--- src/rtl/eggtimer_pkg.sv ---
// Shared egg-timer constants: BCD digit width, MM:SS packing
// and field offsets used by the countdown datapath.
package eggtimer_pkg;

  localparam int DIGIT_W = 4;
  localparam int TIME_W  = 16;

  localparam int SEC_ONES_LSB = 0;
  localparam int SEC_TENS_LSB = 4;
  localparam int MIN_ONES_LSB = 8;
  localparam int MIN_TENS_LSB = 12;

  localparam logic [DIGIT_W-1:0] SEC_TENS_MAX = 4'd5;
  localparam logic [DIGIT_W-1:0] DIGIT_MAX    = 4'd9;
  localparam logic [TIME_W-1:0]  ZERO_TIME    = 16'h0000;
  localparam logic [TIME_W-1:0]  ONE_SEC      = 16'h0001;

  typedef logic [DIGIT_W-1:0] digit_t;

endpackage

--- src/rtl/sec_prescaler.sv ---
// One-second tick generator: counts 0..TICK_DIV-1 while run=1.
// Ports: clk, reset (async high), run in; sec_tick out.
module sec_prescaler
  import eggtimer_pkg::*;
#(
  parameter int TICK_DIV = 100_000_000
) (
  input  logic clk,
  input  logic reset,
  input  logic run,
  output logic sec_tick
);

  localparam int CW = (TICK_DIV > 2) ? $clog2(TICK_DIV) : 1;
  localparam logic [CW-1:0] LAST = CW'(TICK_DIV - 1);

  logic [CW-1:0] cnt;
  logic          at_last;

  assign at_last  = (cnt == LAST);
  assign sec_tick = run & at_last;

  // Dropping run parks the phase at 0, so a fresh run
  // always waits a full TICK_DIV before the first tick.
  always_ff @(posedge clk or posedge reset) begin
    if (reset)
      cnt <= '0;
    else if (!run || at_last)
      cnt <= '0;
    else
      cnt <= cnt + 1'b1;
  end

endmodule

--- src/rtl/countdown_datapath.sv ---
// Egg-timer datapath: BCD setting registers, MM:SS countdown,
// 1 Hz tick and display mux.
// Ports: clk, reset (async high), prog_mode, increment_seconds,
// increment_minutes, load_timer, main_timer_enable in;
// timer_done, sec_tick, set_time, count_time, display_time out.
// Optional: COUNTDOWN_ALARM_EN adds the alarm output.
module countdown_datapath
  import eggtimer_pkg::*;
#(
  parameter int TICK_DIV = 100_000_000
) (
  input  logic              clk,
  input  logic              reset,
  input  logic              prog_mode,
  input  logic              increment_seconds,
  input  logic              increment_minutes,
  input  logic              load_timer,
  input  logic              main_timer_enable,
  output logic              timer_done,
  output logic              sec_tick,
  output logic [TIME_W-1:0] set_time,
  output logic [TIME_W-1:0] count_time,
  output logic [TIME_W-1:0] display_time
`ifdef COUNTDOWN_ALARM_EN
  ,
  output logic              alarm
`endif
);

  function automatic digit_t inc_wrap(
    input digit_t d,
    input digit_t max
  );
    return (d == max) ? '0 : d + 4'd1;
  endfunction

  function automatic digit_t dec_wrap(
    input digit_t d,
    input digit_t max
  );
    return (d == '0) ? max : d - 4'd1;
  endfunction

  function automatic logic [TIME_W-1:0] step_sec(
    input logic [TIME_W-1:0] t
  );
    logic [TIME_W-1:0] r;
    digit_t o, tn;
    r  = t;
    o  = t[SEC_ONES_LSB +: DIGIT_W];
    tn = t[SEC_TENS_LSB +: DIGIT_W];
    r[SEC_ONES_LSB +: DIGIT_W] = inc_wrap(o, DIGIT_MAX);
    if (o == DIGIT_MAX)
      r[SEC_TENS_LSB +: DIGIT_W] = inc_wrap(tn, SEC_TENS_MAX);
    return r;
  endfunction

  function automatic logic [TIME_W-1:0] step_min(
    input logic [TIME_W-1:0] t
  );
    logic [TIME_W-1:0] r;
    digit_t o, tn;
    r  = t;
    o  = t[MIN_ONES_LSB +: DIGIT_W];
    tn = t[MIN_TENS_LSB +: DIGIT_W];
    r[MIN_ONES_LSB +: DIGIT_W] = inc_wrap(o, DIGIT_MAX);
    if (o == DIGIT_MAX)
      r[MIN_TENS_LSB +: DIGIT_W] = inc_wrap(tn, DIGIT_MAX);
    return r;
  endfunction

  // Caller guarantees t != 0, so min_tens never underflows.
  function automatic logic [TIME_W-1:0] dec_time(
    input logic [TIME_W-1:0] t
  );
    logic [TIME_W-1:0] r;
    logic b;
    r = t;
    b = (t[SEC_ONES_LSB +: DIGIT_W] == '0);
    r[SEC_ONES_LSB +: DIGIT_W] =
      dec_wrap(t[SEC_ONES_LSB +: DIGIT_W], DIGIT_MAX);
    if (b) begin
      b = (t[SEC_TENS_LSB +: DIGIT_W] == '0);
      r[SEC_TENS_LSB +: DIGIT_W] =
        dec_wrap(t[SEC_TENS_LSB +: DIGIT_W], SEC_TENS_MAX);
    end
    if (b) begin
      b = (t[MIN_ONES_LSB +: DIGIT_W] == '0);
      r[MIN_ONES_LSB +: DIGIT_W] =
        dec_wrap(t[MIN_ONES_LSB +: DIGIT_W], DIGIT_MAX);
    end
    if (b)
      r[MIN_TENS_LSB +: DIGIT_W] =
        t[MIN_TENS_LSB +: DIGIT_W] - 4'd1;
    return r;
  endfunction

  logic              sec_prev;
  logic              min_prev;
  logic              sec_fire;
  logic              min_fire;
  logic              dec_en;
  logic [TIME_W-1:0] set_q;
  logic [TIME_W-1:0] set_next;
  logic [TIME_W-1:0] cnt_q;
  logic [TIME_W-1:0] cnt_next;

  sec_prescaler #(
    .TICK_DIV (TICK_DIV)
  ) u_presc (
    .clk      (clk),
    .reset    (reset),
    .run      (main_timer_enable & ~load_timer),
    .sec_tick (sec_tick)
  );

  // Edge registers sample regardless of prog_mode so a
  // request held across prog_mode rising is not an edge.
  always_ff @(posedge clk or posedge reset) begin
    if (reset) begin
      sec_prev <= 1'b0;
      min_prev <= 1'b0;
    end else begin
      sec_prev <= increment_seconds;
      min_prev <= increment_minutes;
    end
  end

  assign sec_fire = prog_mode & increment_seconds & ~sec_prev;
  assign min_fire = prog_mode & increment_minutes & ~min_prev;
  assign dec_en   = sec_tick & ~load_timer & (cnt_q != ZERO_TIME);

  always_comb begin
    set_next = set_q;
    if (sec_fire)
      set_next = step_sec(set_next);
    if (min_fire)
      set_next = step_min(set_next);
  end

  // Load copies the registered setting, i.e. the value before
  // any increment landing on the same edge.
  always_comb begin
    cnt_next = cnt_q;
    if (load_timer)
      cnt_next = set_q;
    else if (dec_en)
      cnt_next = dec_time(cnt_q);
  end

  always_ff @(posedge clk or posedge reset) begin
    if (reset) begin
      set_q <= ZERO_TIME;
      cnt_q <= ZERO_TIME;
    end else begin
      set_q <= set_next;
      cnt_q <= cnt_next;
    end
  end

  assign set_time     = set_q;
  assign count_time   = cnt_q;
  assign timer_done   = (cnt_q == ZERO_TIME);
  assign display_time = prog_mode ? set_q : cnt_q;

`ifdef COUNTDOWN_ALARM_EN
  always_ff @(posedge clk or posedge reset) begin
    if (reset)
      alarm <= 1'b0;
    else if (load_timer || prog_mode)
      alarm <= 1'b0;
    else if (dec_en && cnt_q == ONE_SEC)
      alarm <= 1'b1;
  end
`endif

endmodule
--- config.mk ---
export PLATFORM = sky130hd
export DESIGN_NAME = countdown_datapath
export DESIGN_NICKNAME = d
export VERILOG_FILES = /design/src/rtl/eggtimer_pkg.sv /design/src/rtl/sec_prescaler.sv /design/src/rtl/countdown_datapath.sv
export SDC_FILE = /design/constraint.sdc
export NUM_CORES = 1
export LEC_CHECK = 0
export CORE_ASPECT_RATIO = 0.9
export CORE_MARGIN = 5
export CORE_UTILIZATION = 29
export CTS_BUF_LIST = sky130_fd_sc_hd__clkbuf_2
export CTS_CLUSTER_DIAMETER = 80
export DETAILED_ROUTE_END_ITERATION = 6
export MAX_ROUTING_LAYER = met4
export PLACE_DENSITY_LB_ADDON = 0.12
export SYNTH_ARGS = -nofsm -noshare
export SYNTH_HDL_FRONTEND = slang
export SYNTH_SLANG_ARGS = --single-unit
--- constraint.sdc ---
create_clock -name clk -period 6.93 [get_ports clk]
set_input_delay 2.079 -clock clk [delete_from_list [all_inputs] [get_ports clk]]
set_output_delay 2.079 -clock clk [all_outputs]
set_load 0.01 [all_outputs]
-- Word level (Yosys, flattened, before mapping)
Index checks and enable logic that the tools add are counted.
- bits of input ports: 7
- word-level logic and storage cells: 71
- register bits after elaboration: 61
- memory bits (writable): 0
- output and inout port bits: 50
- latch bits: 0
- bits in read-only memories: 0
- memories: 0
- div/mod/pow operators: 0
- reductions and logical operators: 14
- bitwise operators: 11
- $add $sub $neg: 9
- shift-type cells: 0
- magnitude comparators: 0
- eq/ne operators: 5
- mux-type cells: 24
- multipliers: 0
- operators with widths (operator ; count):
    $mux 16 ; 4
    $mux 4 ; 12
    $add 27x1->27 const B ; 1
    $eq 27x27->1 const B ; 1
    $mux 27 ; 1
    $add 4x1->4 const B ; 4
    $logic_not 16->1 ; 1
    $reduce_bool 16->1 ; 1
    $sub 4x1->4 const B ; 4
    $eq 4x4->1 const B ; 3
    $logic_not 4->1 ; 3
    $and 1x1->1 ; 8
    $mux 8 ; 1
    $reduce_bool 2->1 ; 4
    $mux 1 ; 6
    $reduce_and 2->1 ; 3
    $eq 4x3->1 const B ; 1
    $not 1->1 ; 3
    $logic_not 1->1 ; 1
    $logic_or 1x1->1 ; 1

-- Logic depth before layout (Yosys ltp)
Gate-level depths: netlist of the first run.
- depth in word-level cells: 13
- mapped depth: 9
- depth with buffers taken out: 9

-- By module
Synthesis of the first run repeated with hierarchy kept, for this count alone.
- cell total of the unflattened synthesis: 348
- area, all modules: 3418.3 um^2
- modules (own cells, without submodules) (module ; seq. area each (um^2) ; area each (um^2) ; times used ; cells an instance):
    countdown_datapath ; 850.8 ; 2003.2 ; 1 ; 204
    sec_prescaler ; 675.6 ; 1415.1 ; 1 ; 144

-- Worst setup path before layout of the first run
OpenSTA, ideal clock, no wires.
- path type: input-to-output
- start: input load_timer
- end: output sec_tick
- required time: 4851 ps
- path buffers: 1
- cell stages on the path: 5
- data arrival time: 3170 ps
- setup slack: 1681 ps
- cells stage by stage: nand4b_1 -> or4_4 -> or2_0 -> buf_2 -> inv_1
- longest elaborated chain between the ends: 3
- ends and longest elaborated chain (item ; line ; source):
    from (decl) ; countdown_datapath.sv:17 ; input logic load_timer,
    $not 1->1 ; countdown_datapath.sv:113 ; .run (main_timer_enable & ~load_timer),
    $and 1x1->1 ; countdown_datapath.sv:113 ;
    $and 1x1->1 ; sec_prescaler.sv:21 ; assign sec_tick = run & at_last;
    to (decl) ; countdown_datapath.sv:20 ; output logic sec_tick,
No other way between the ends.

-- Final worst setup path of the first run
- start: input main_timer_enable
- end: output sec_tick
- longest elaborated chain between the ends: 2
- ends and longest elaborated chain (item ; line ; source):
    from (decl) ; countdown_datapath.sv:18 ; input logic main_timer_enable,
    $and 1x1->1 ; countdown_datapath.sv:113 ;
    $and 1x1->1 ; sec_prescaler.sv:21 ;
No other way between the ends.

==> results of run 1 <==
==> Yosys cell counts (all sizes together) (3+ instances only) <==
cell / number
nand2: 29
or2: 3
mux2: 15
nor4: 5
nor3b: 3
or4: 7
nand4: 12
clkbuf: 11
nor2: 42
a211oi: 3
o21ai: 13
xnor2: 15
nand3b: 3
o311ai: 3
dfrtp: 61
inv: 15
nor3: 11
nand4b: 5
or3: 3
ha: 3
nor2b: 3
xor2: 22
and3: 9
nand3: 16
==> sequential cells by signal, indices dropped and copies added, names as in the netlist <==
| register | count |
|---|---|
| sec_prev | 1 |
| count_time | 16 |
| min_prev | 1 |
| u_presc.cnt | 27 |
| set_time | 16 |
==> worst paths after layout <==
| kind | startpoint | to | slack, ns |
|---|---|---|---|
| setup / recovery | main_timer_enable | sec_tick | 0.60 |
| hold / removal | u_presc.cnt[0] | u_presc.cnt[0] | 0.49 |
| setup reg to reg | u_presc.cnt[0] | count_time[6] | 4.40 |
| hold reg to reg | u_presc.cnt[0] | u_presc.cnt[0] | 0.49 |
| max in group asynchronous | reset | count_time[3] | 4.27 |
| min in group asynchronous | reset | u_presc.cnt[0] | 2.14 |
==> cell families (layout without fill, tap and decap cells) <==
kind of cell	Yosys count	count (layout)	share of synthesized area (%)
simple gates	160	160	25.9
flops	61	61	46.0
fa+ha+maj	3	3	1.13
xor+xnor	37	37	9.77
compound gates	40	40	8.22
mux	17	17	5.69
buf+inv	29	91	3.32
==> metrics by stage <==
step | hold WS, ns | cells | area [µm²]
finish | 0.494 | 565 | 4130
global route | 0.520 | 565 | 4130
CTS | 0.497 | 565 | 4130
detailed placement | 0.477 | 550 | 4050
global placement | 0.475 | 550 | 4050
floorplan | 0.455 | 347 | 3320
==> per-layer routing <==
layer | track usage (%) | wire, µm | vias up
li1 | - | - | 1353
met1 | 16.7 | 3870 | 1308
met2 | 19.6 | 3760 | 60
met3 | 3.66 | 430 | 10
met4 | 3.81 | 105 | 0
met5 | - | 0 | -
==> cell type report <==
type | instances | area, µm²
Clock inverter | 3 | 13.8
Timing Repair Buffer | 60 | 591
Multi-Input combinational cell | 257 | 1680
Clock buffer | 12 | 60.1
Inverter | 16 | 60.1
Sequential cell | 61 | 1530
Fill cell | 1218 | 7170
Tap cell | 156 | 195
==> report_power, final <==
group | internal, mW | switching (mW)
logic | 0.219 | 0.151
clock network | 0.0478 | 0.127
registers | 0.409 | 0.0996
total | 0.676 | 0.378
==> impl_metrics.py, run 1 <==
metrics = {
    "final_layout": {
        "final_common_cell": "dfrtp_1",
        "final_cell_mix": "61 x dfrtp_1, 56 x clkdlybuf4s50_1, 42 x nor2_1",
        "post-route-util_pct": 36.5,
        "antenna_cells": 0,
        "nets": 415,
        "drive_above_1_share_pct": 10.3,
        "areaGrowthSynthToFinish_pct": 24.4,
    },
    "route": {
        "first_pass_iters": 4,
        "wl_mm": 8.17,
        "ant_nets": 0,
        "drcViolationCount": 0,
        "vias": 2731,
        "drt-initial-drc-count": 187,
        "routed_via_density": 4.83,
        "wl_per_cell_um": 14.5,
    },
    "yosys": {
        "synth_top_area_share_pct": 46.0,
        "ys_warn_count": 0,
        "synthesis.area_um2": 3320,
        "synthFlopType": "dfrtp_1",
        "synth_largest_area_cell": "dfrtp_1",
        "synth_top_cells_by_area": "dfrtp_1 46%, xor2_1 5.8%, mux2_2 5.1%",
        "syn-mean-instance-area_um2": 9.56,
        "synth_edf_count": 0,
        "synth_fp_nets": 357,
        "synth_cells": 347,
        "ys_seq_area_share_pct": 46.0,
        "synth_seq_cells": 61,
        "async_flop_share_pct": 100,
        "ys_types": 56,
    },
    "critical_path": {
        "arrival_ns": 4.25,
        "cp_cell_sequence": "clkdlybuf4s50_1 > nand4b_1 > or4_4 > or2_0 > inv_1 > clkdlybuf4s50_1",
        "cpMaxStageDelayCell": "clkdlybuf4s50_1",
        "crit_family": "buffers and inverters",
        "crit_cells": 6,
        "max_stage_delay_ns": 0.60,
        "reg2reg_depth": 7,
        "start_kind": "input port",
        "crit_path_end_kind": "output port",
        "cp_max_fo": 7,
        "critical_path_class": "in2out",
        "crit_buf_inv": 3,
        "required_ns": 4.85,
        "cp_common_cell": "clkdlybuf4s50_1",
    },
    "timing": {
        "tightest_slew_ns": 1.14,
        "setup_violations": 0,
        "relSlewSlack_pct": 23.7,
        "clock.fmax_ghz": 0.158,
        "period_needed_ns": 6.33,
        "fin_crit_sh_pct": 91.3,
        "fin_ws_ns": 0.599,
        "hold_violations": 0,
        "report.final.slew_viol_count": 0,
        "tns_ns": 0,
        "rsz0062_at_grt": "false",
        "finClkSkew_ns": 0.0280,
    },
    "floorplan": {
        "die_w_um": 123,
        "chipHeight_um": 111,
        "core_area_um2": 11300,
        "dieArea_um2": 13700,
        "row_count": 37,
        "start_util_pct": 29.4,
        "num_io_pins": 57,
    },
    "cts": {
        "cts_buffers": 9,
        "ctsResizeCount": 0,
        "root_buffer": "clkbuf_2",
        "path_clk_slew_ns": 0.15,
        "cts_setup_buffers": 0,
        "cts_max_level": 3,
        "cts_tree": "done",
        "cts_buffer_depth": 2,
        "worstSkewPairLatency_ns": 0.47,
        "cts_hold_buf": 0,
        "cts.sinks": 61,
    },
    "run_status": {
        "status": "finished clean",
    },
    "grt": {
        "grt_max_degree": 62,
        "antenna_found_initial": 0,
        "grt_pass1_wl_mm": 13.7,
        "grt_usage_pct": 12.9,
        "grt_pass1_vias": 2721,
        "grt-ovfl-total": 0,
    },
    "placed_design": {
        "hpwlAfterDp_mm": 5.55,
        "io_buffers": 56,
        "finalWeightedCongestion": 0.754,
        "dpl_worst_slack_ns": 0.584,
    },
    "pwr": {
        "static-leakage-power_nw": 1.65,
        "report.power.total_mw": 1.05,
        "power_density_nw_per_um2": 255,
        "ir_worst_vdd_mv": 0.0815,
    },
    "run": {
        "drv_cap": 0,
    },
    "min_path": {
        "hold_path.class": "reg2reg",
        "holdPathStages": 1,
    },
}
(Power assumes the default switching activity.)
==> run 2: changes to the inputs <==
- CORE_UTILIZATION: 29 -> 35
- CTS_CLUSTER_SIZE: not set -> 8
==> run 2 against run 1 <==
Die area is 16% lower. Combinational power is essentially flat. Critical endpoint unchanged. Maximum frequency is 0.44% higher. Largest power group unchanged. Non-clock buffer count is the same. Utilization is 8.2 points higher. Sequential share of layout area grew 0.26 points. Critical path depth unchanged. Setup slack improved by 0.028 ns.
==> impl_metrics.py, run 2 (same netlist as run 1, synthesis figures left out) <==
metrics = {
    "run_status": {
        "status": "finished clean",
    },
    "route": {
        "first_pass_iters": 4,
        "routed_via_density": 5.13,
        "wl_mm": 7.89,
        "drcViolationCount": 0,
        "wl_per_cell_um": 14.8,
        "vias": 2731,
        "ant_nets": 0,
        "drt-initial-drc-count": 116,
    },
    "cts": {
        "worstSkewPairLatency_ns": 0.49,
        "cts_setup_buffers": 0,
        "cts.sinks": 61,
        "cts_tree": "done",
        "path_clk_slew_ns": 0.19,
        "cts_buffer_depth": 2,
        "cts_hold_buf": 0,
        "cts_buffers": 9,
        "root_buffer": "clkbuf_2",
        "cts_max_level": 3,
        "ctsResizeCount": 0,
    },
    "final_layout": {
        "stdcell_area_um2": 4100,
        "fillers": 918,
        "largest_reg_flops": 27,
        "areaGrowthSynthToFinish_pct": 23.5,
        "final_common_cell": "dfrtp_1",
        "final_cell_mix": "61 x dfrtp_1, 56 x clkdlybuf4s50_1, 42 x nor2_1",
        "nets": 415,
        "drive_above_1_share_pct": 10.5,
        "antenna_cells": 0,
        "post-route-util_pct": 44.7,
        "final_cells": 532,
        "regMostFlops": "u_presc.cnt",
    },
    "timing": {
        "fin_crit_sh_pct": 91.0,
        "report.final.slew_viol_count": 0,
        "hold_slack_ns": 0.499,
        "tns_ns": 0,
        "period_needed_ns": 6.30,
        "tightest_slew_ns": 1.20,
        "relSlewSlack_pct": 19.3,
        "finClkSkew_ns": 0.0273,
        "rsz0062_at_grt": "false",
        "clock.fmax_ghz": 0.159,
        "setup_violations": 0,
        "hold_violations": 0,
        "fin_ws_ns": 0.627,
    },
    "pwr": {
        "report.power.total_mw": 1.06,
        "ir_worst_vdd_mv": 0.136,
        "static-leakage-power_nw": 1.65,
        "power_density_nw_per_um2": 259,
    },
    "grt": {
        "grt_pass1_wl_mm": 13.5,
        "antenna_found_initial": 0,
        "grt-ovfl-total": 0,
        "grt_usage_pct": 15.1,
        "grt_max_degree": 62,
        "grt_pass1_vias": 2708,
    },
    "min_path": {
        "hold_path.class": "reg2reg",
    },
    "placed_design": {
        "dpl-instance-area_um2": 4010,
        "io_buffers": 56,
        "place_inst": 516,
        "dpl_worst_slack_ns": 0.623,
        "hpwlAfterDp_mm": 5.49,
        "finalWeightedCongestion": 0.736,
    },
    "floorplan": {
        "num_io_pins": 57,
        "row_count": 33,
        "die_w_um": 113,
        "dieArea_um2": 11500,
        "core_area_um2": 9170,
        "chipHeight_um": 102,
        "start_util_pct": 36.2,
    },
    "critical_path": {
        "arrival_ns": 4.22,
        "required_ns": 4.85,
        "critical_path_class": "in2out",
        "crit_path_end_kind": "output port",
        "start_kind": "input port",
        "cp_max_fo": 7,
    },
    "run": {
        "drv_cap": 0,
    },
}
## run 2: changes by cell type in the layout (fill, tap and decap cells not counted), sizes merged
cell / previous run / this run
clkinvlp: 0 / 2
clkinv: 4 / 6
clkbuf: 12 / 9
## run 2: path summary, 6_finish.rpt
kind,from,endpoint,slack (ns),cells past startpoint
max,main_timer_enable,sec_tick,0.63,6
min,u_presc.cnt[0],u_presc.cnt[0],0.50,1
max reg2reg,u_presc.cnt[0],count_time[6],4.41,7
min reg2reg,u_presc.cnt[0],u_presc.cnt[0],0.50,1
max in group asynchronous,reset,u_presc.cnt[12],4.30,3
min in group asynchronous,reset,set_time[14],2.11,3
## run 2: worst max-delay path: stages
cell and delay [ns]:
clkdlybuf4s50_1 0.54, nand4b_1 0.11, or4_4 0.46, or2_0 0.24
inv_1 0.20, clkdlybuf4s50_1 0.59
## run 2: area by class of cell
class / instances / area [µm²] / share of cell area, %
Clock buffer: 9 / 45.0 / 1.10
Tap cell: 122 / 153 / 3.72
Inverter: 16 / 60.1 / 1.47
Timing Repair Buffer: 60 / 591 / 14.4
Clock inverter: 7 / 42.5 / 1.04
Multi-Input combinational cell: 257 / 1680 / 41.0
Sequential cell: 61 / 1530 / 37.2
## run 2: routing by layer
metal	vias to the layer above	global-route usage [%]	wire length, µm
li1	1357	-	-
met1	1319	20.0	4060
met2	53	22.4	3430
met3	2	5.03	363
met4	0	3.60	38
met5	-	-	0
## run 2: power by group
part | total (mW) | internal, mW | switching, mW
logic | 0.371 | 0.219 | 0.152
clock network | 0.183 | 0.0444 | 0.139
registers | 0.506 | 0.409 | 0.0974
total | 1.06 | 0.672 | 0.388
==> run 3: changes to the inputs <==
- CORE_UTILIZATION: 35 -> 26
==> run 3 against run 2 <==
First-iteration DRC count down 16%. Sequential power hardly changed. Global-route usage down 2.6 points. Sequential cell count did not move. Routed wire length grew 8.2%. Via count fell by 1.2%. Cell area increased by 1.7%. Cell count rose by 7.9%. Critical endpoint unchanged.
==> impl_metrics.py, run 3 (same netlist as run 1, synthesis figures left out) <==
metrics = {
    "floorplan": {
        "start_util_pct": 26.4,
        "core_area_um2": 12600,
        "dieArea_um2": 15100,
        "die_w_um": 129,
        "chipHeight_um": 117,
        "num_io_pins": 57,
        "row_count": 39,
    },
    "route": {
        "routed_via_density": 4.70,
        "drt-initial-drc-count": 97,
        "wl_met1_mm": 4.13,
        "wl_per_cell_um": 14.9,
        "ant_nets": 0,
        "wl_mm": 8.54,
        "first_pass_iters": 4,
        "route.met2.wl_mm": 3.85,
        "drcViolationCount": 0,
        "top_layer": "met4",
        "dr_wl_met3_um": 420,
        "vias": 2698,
    },
    "critical_path": {
        "timing.rr.start": "u_presc.cnt[0]",
        "worstReg2RegEnd": "count_time[6]",
        "reg2reg_depth": 7,
        "cp_max_fo": 7,
        "start_kind": "input port",
        "required_ns": 4.85,
        "startpoint": "main_timer_enable",
        "reg2reg_slack_ns": 4.38,
        "crit_end": "sec_tick",
        "arrival_ns": 4.24,
        "crit_path_end_kind": "output port",
        "critical_path_class": "in2out",
    },
    "grt": {
        "grt_usage_pct": 12.5,
        "grt-ovfl-total": 0,
        "grt_pass1_vias": 2729,
        "grt_max_degree": 62,
        "antenna_found_initial": 0,
        "grt_pass1_wl_mm": 14.2,
    },
    "cts": {
        "ctsResizeCount": 0,
        "cts_setup_buffers": 0,
        "cts_hold_buf": 0,
        "cts.sinks": 61,
        "cts_buffers": 9,
        "worstSkewPairLatency_ns": 0.53,
        "path_clk_slew_ns": 0.15,
        "cts_buffer_depth": 2,
        "cts_tree": "done",
        "root_buffer": "clkbuf_2",
        "cts_max_level": 3,
    },
    "pwr": {
        "ir_worst_vdd_mv": 0.0834,
        "static-leakage-power_nw": 1.66,
        "power_density_nw_per_um2": 263,
        "report.power.total_mw": 1.10,
    },
    "final_layout": {
        "post-route-util_pct": 33.1,
        "final-seq-area_um2": 1530,
        "nets": 415,
        "final_cell_mix": "61 x dfrtp_1, 56 x clkdlybuf4s50_1, 42 x nor2_1",
        "fillers": 1303,
        "drive_above_1_share_pct": 10.5,
        "antenna_cells": 0,
        "multiInputGateArea_um2": 1680,
        "areaGrowthSynthToFinish_pct": 25.7,
        "final_cells": 574,
        "largest_reg_flops": 27,
        "final_common_cell": "dfrtp_1",
        "regMostFlops": "u_presc.cnt",
    },
    "timing": {
        "relSlewSlack_pct": 19.1,
        "report.final.slew_viol_count": 0,
        "fin_crit_sh_pct": 91.1,
        "hold_violations": 0,
        "setup_violations": 0,
        "tightest_slew_ns": 1.20,
        "tns_ns": 0,
        "rsz0062_at_grt": "false",
        "finClkSkew_ns": 0.0378,
        "clock.fmax_ghz": 0.158,
        "period_needed_ns": 6.31,
    },
    "placed_design": {
        "finalWeightedCongestion": 0.766,
        "place_inst": 558,
        "io_buffers": 56,
        "hpwlAfterDp_mm": 5.86,
    },
    "min_path": {
        "hold_path.class": "reg2reg",
    },
    "run_status": {
        "status": "finished clean",
    },
    "run": {
        "drv_cap": 0,
    },
}
run 3: changes by cell type in the layout (fill, tap and decap cells not counted), sizes merged:
cell,before,now
bufinv,0,1
clkbuf,9,11
clkinv,6,4
clkinvlp,2,1
run 3: through the flow:
stage | area [µm²] | hold WS (ns) | worst slack (ns)
finish | 4170 | 0.502 | 0.615
global route | 4170 | 0.510 | 0.522
CTS | 4170 | 0.501 | 0.601
detailed placement | 4060 | 0.480 | 0.603
global placement | 4060 | 0.478 | 0.623
floorplan | 3320 | 0.455 | 1.68
run 3: worst min path at each step:
| stage | depth (start not counted) | end | start | slack [ns] |
|---|---|---|---|---|
| 2_1_floorplan | 1 | u_presc.cnt[0] | u_presc.cnt[0] | 0.45 |
| 3_3_place_gp | 1 | u_presc.cnt[0] | u_presc.cnt[0] | 0.48 |
| 3_5_place_dp | 1 | u_presc.cnt[0] | u_presc.cnt[0] | 0.48 |
| 4_1_cts | 1 | u_presc.cnt[0] | u_presc.cnt[0] | 0.50 |
| 5_1_grt | 1 | u_presc.cnt[0] | u_presc.cnt[0] | 0.51 |
| 6_report | 1 | u_presc.cnt[0] | u_presc.cnt[0] | 0.50 |
run 3: report_power, final:
part	switching [mW]	internal, mW
sequential	0.0979	0.409
combinational	0.151	0.219
clock	0.138	0.0839
run 3: critical path, stage by stage:
cell             delay (ns)
clkdlybuf4s50_1        0.53
nand4b_1               0.11
or4_4                  0.47
or2_0                  0.25
inv_1                  0.21
clkdlybuf4s50_1        0.59
run 3: cell type report:
class	instances	share of cell area, %
flip-flops and latches	61	36.6
inverters	16	1.44
clock buffers	11	1.32
well taps	164	4.92
repair buffers	60	14.2
multi-input cells	257	40.3
clock inverters	5	1.23
run 3: per-layer routing:
metal / GRT usage, % / vias up
met1: 15.7 / 1281
met3: 3.31 / 14
met2: 19.5 / 53
met5: - / -
met4: 4.55 / 0
li1: - / 1350
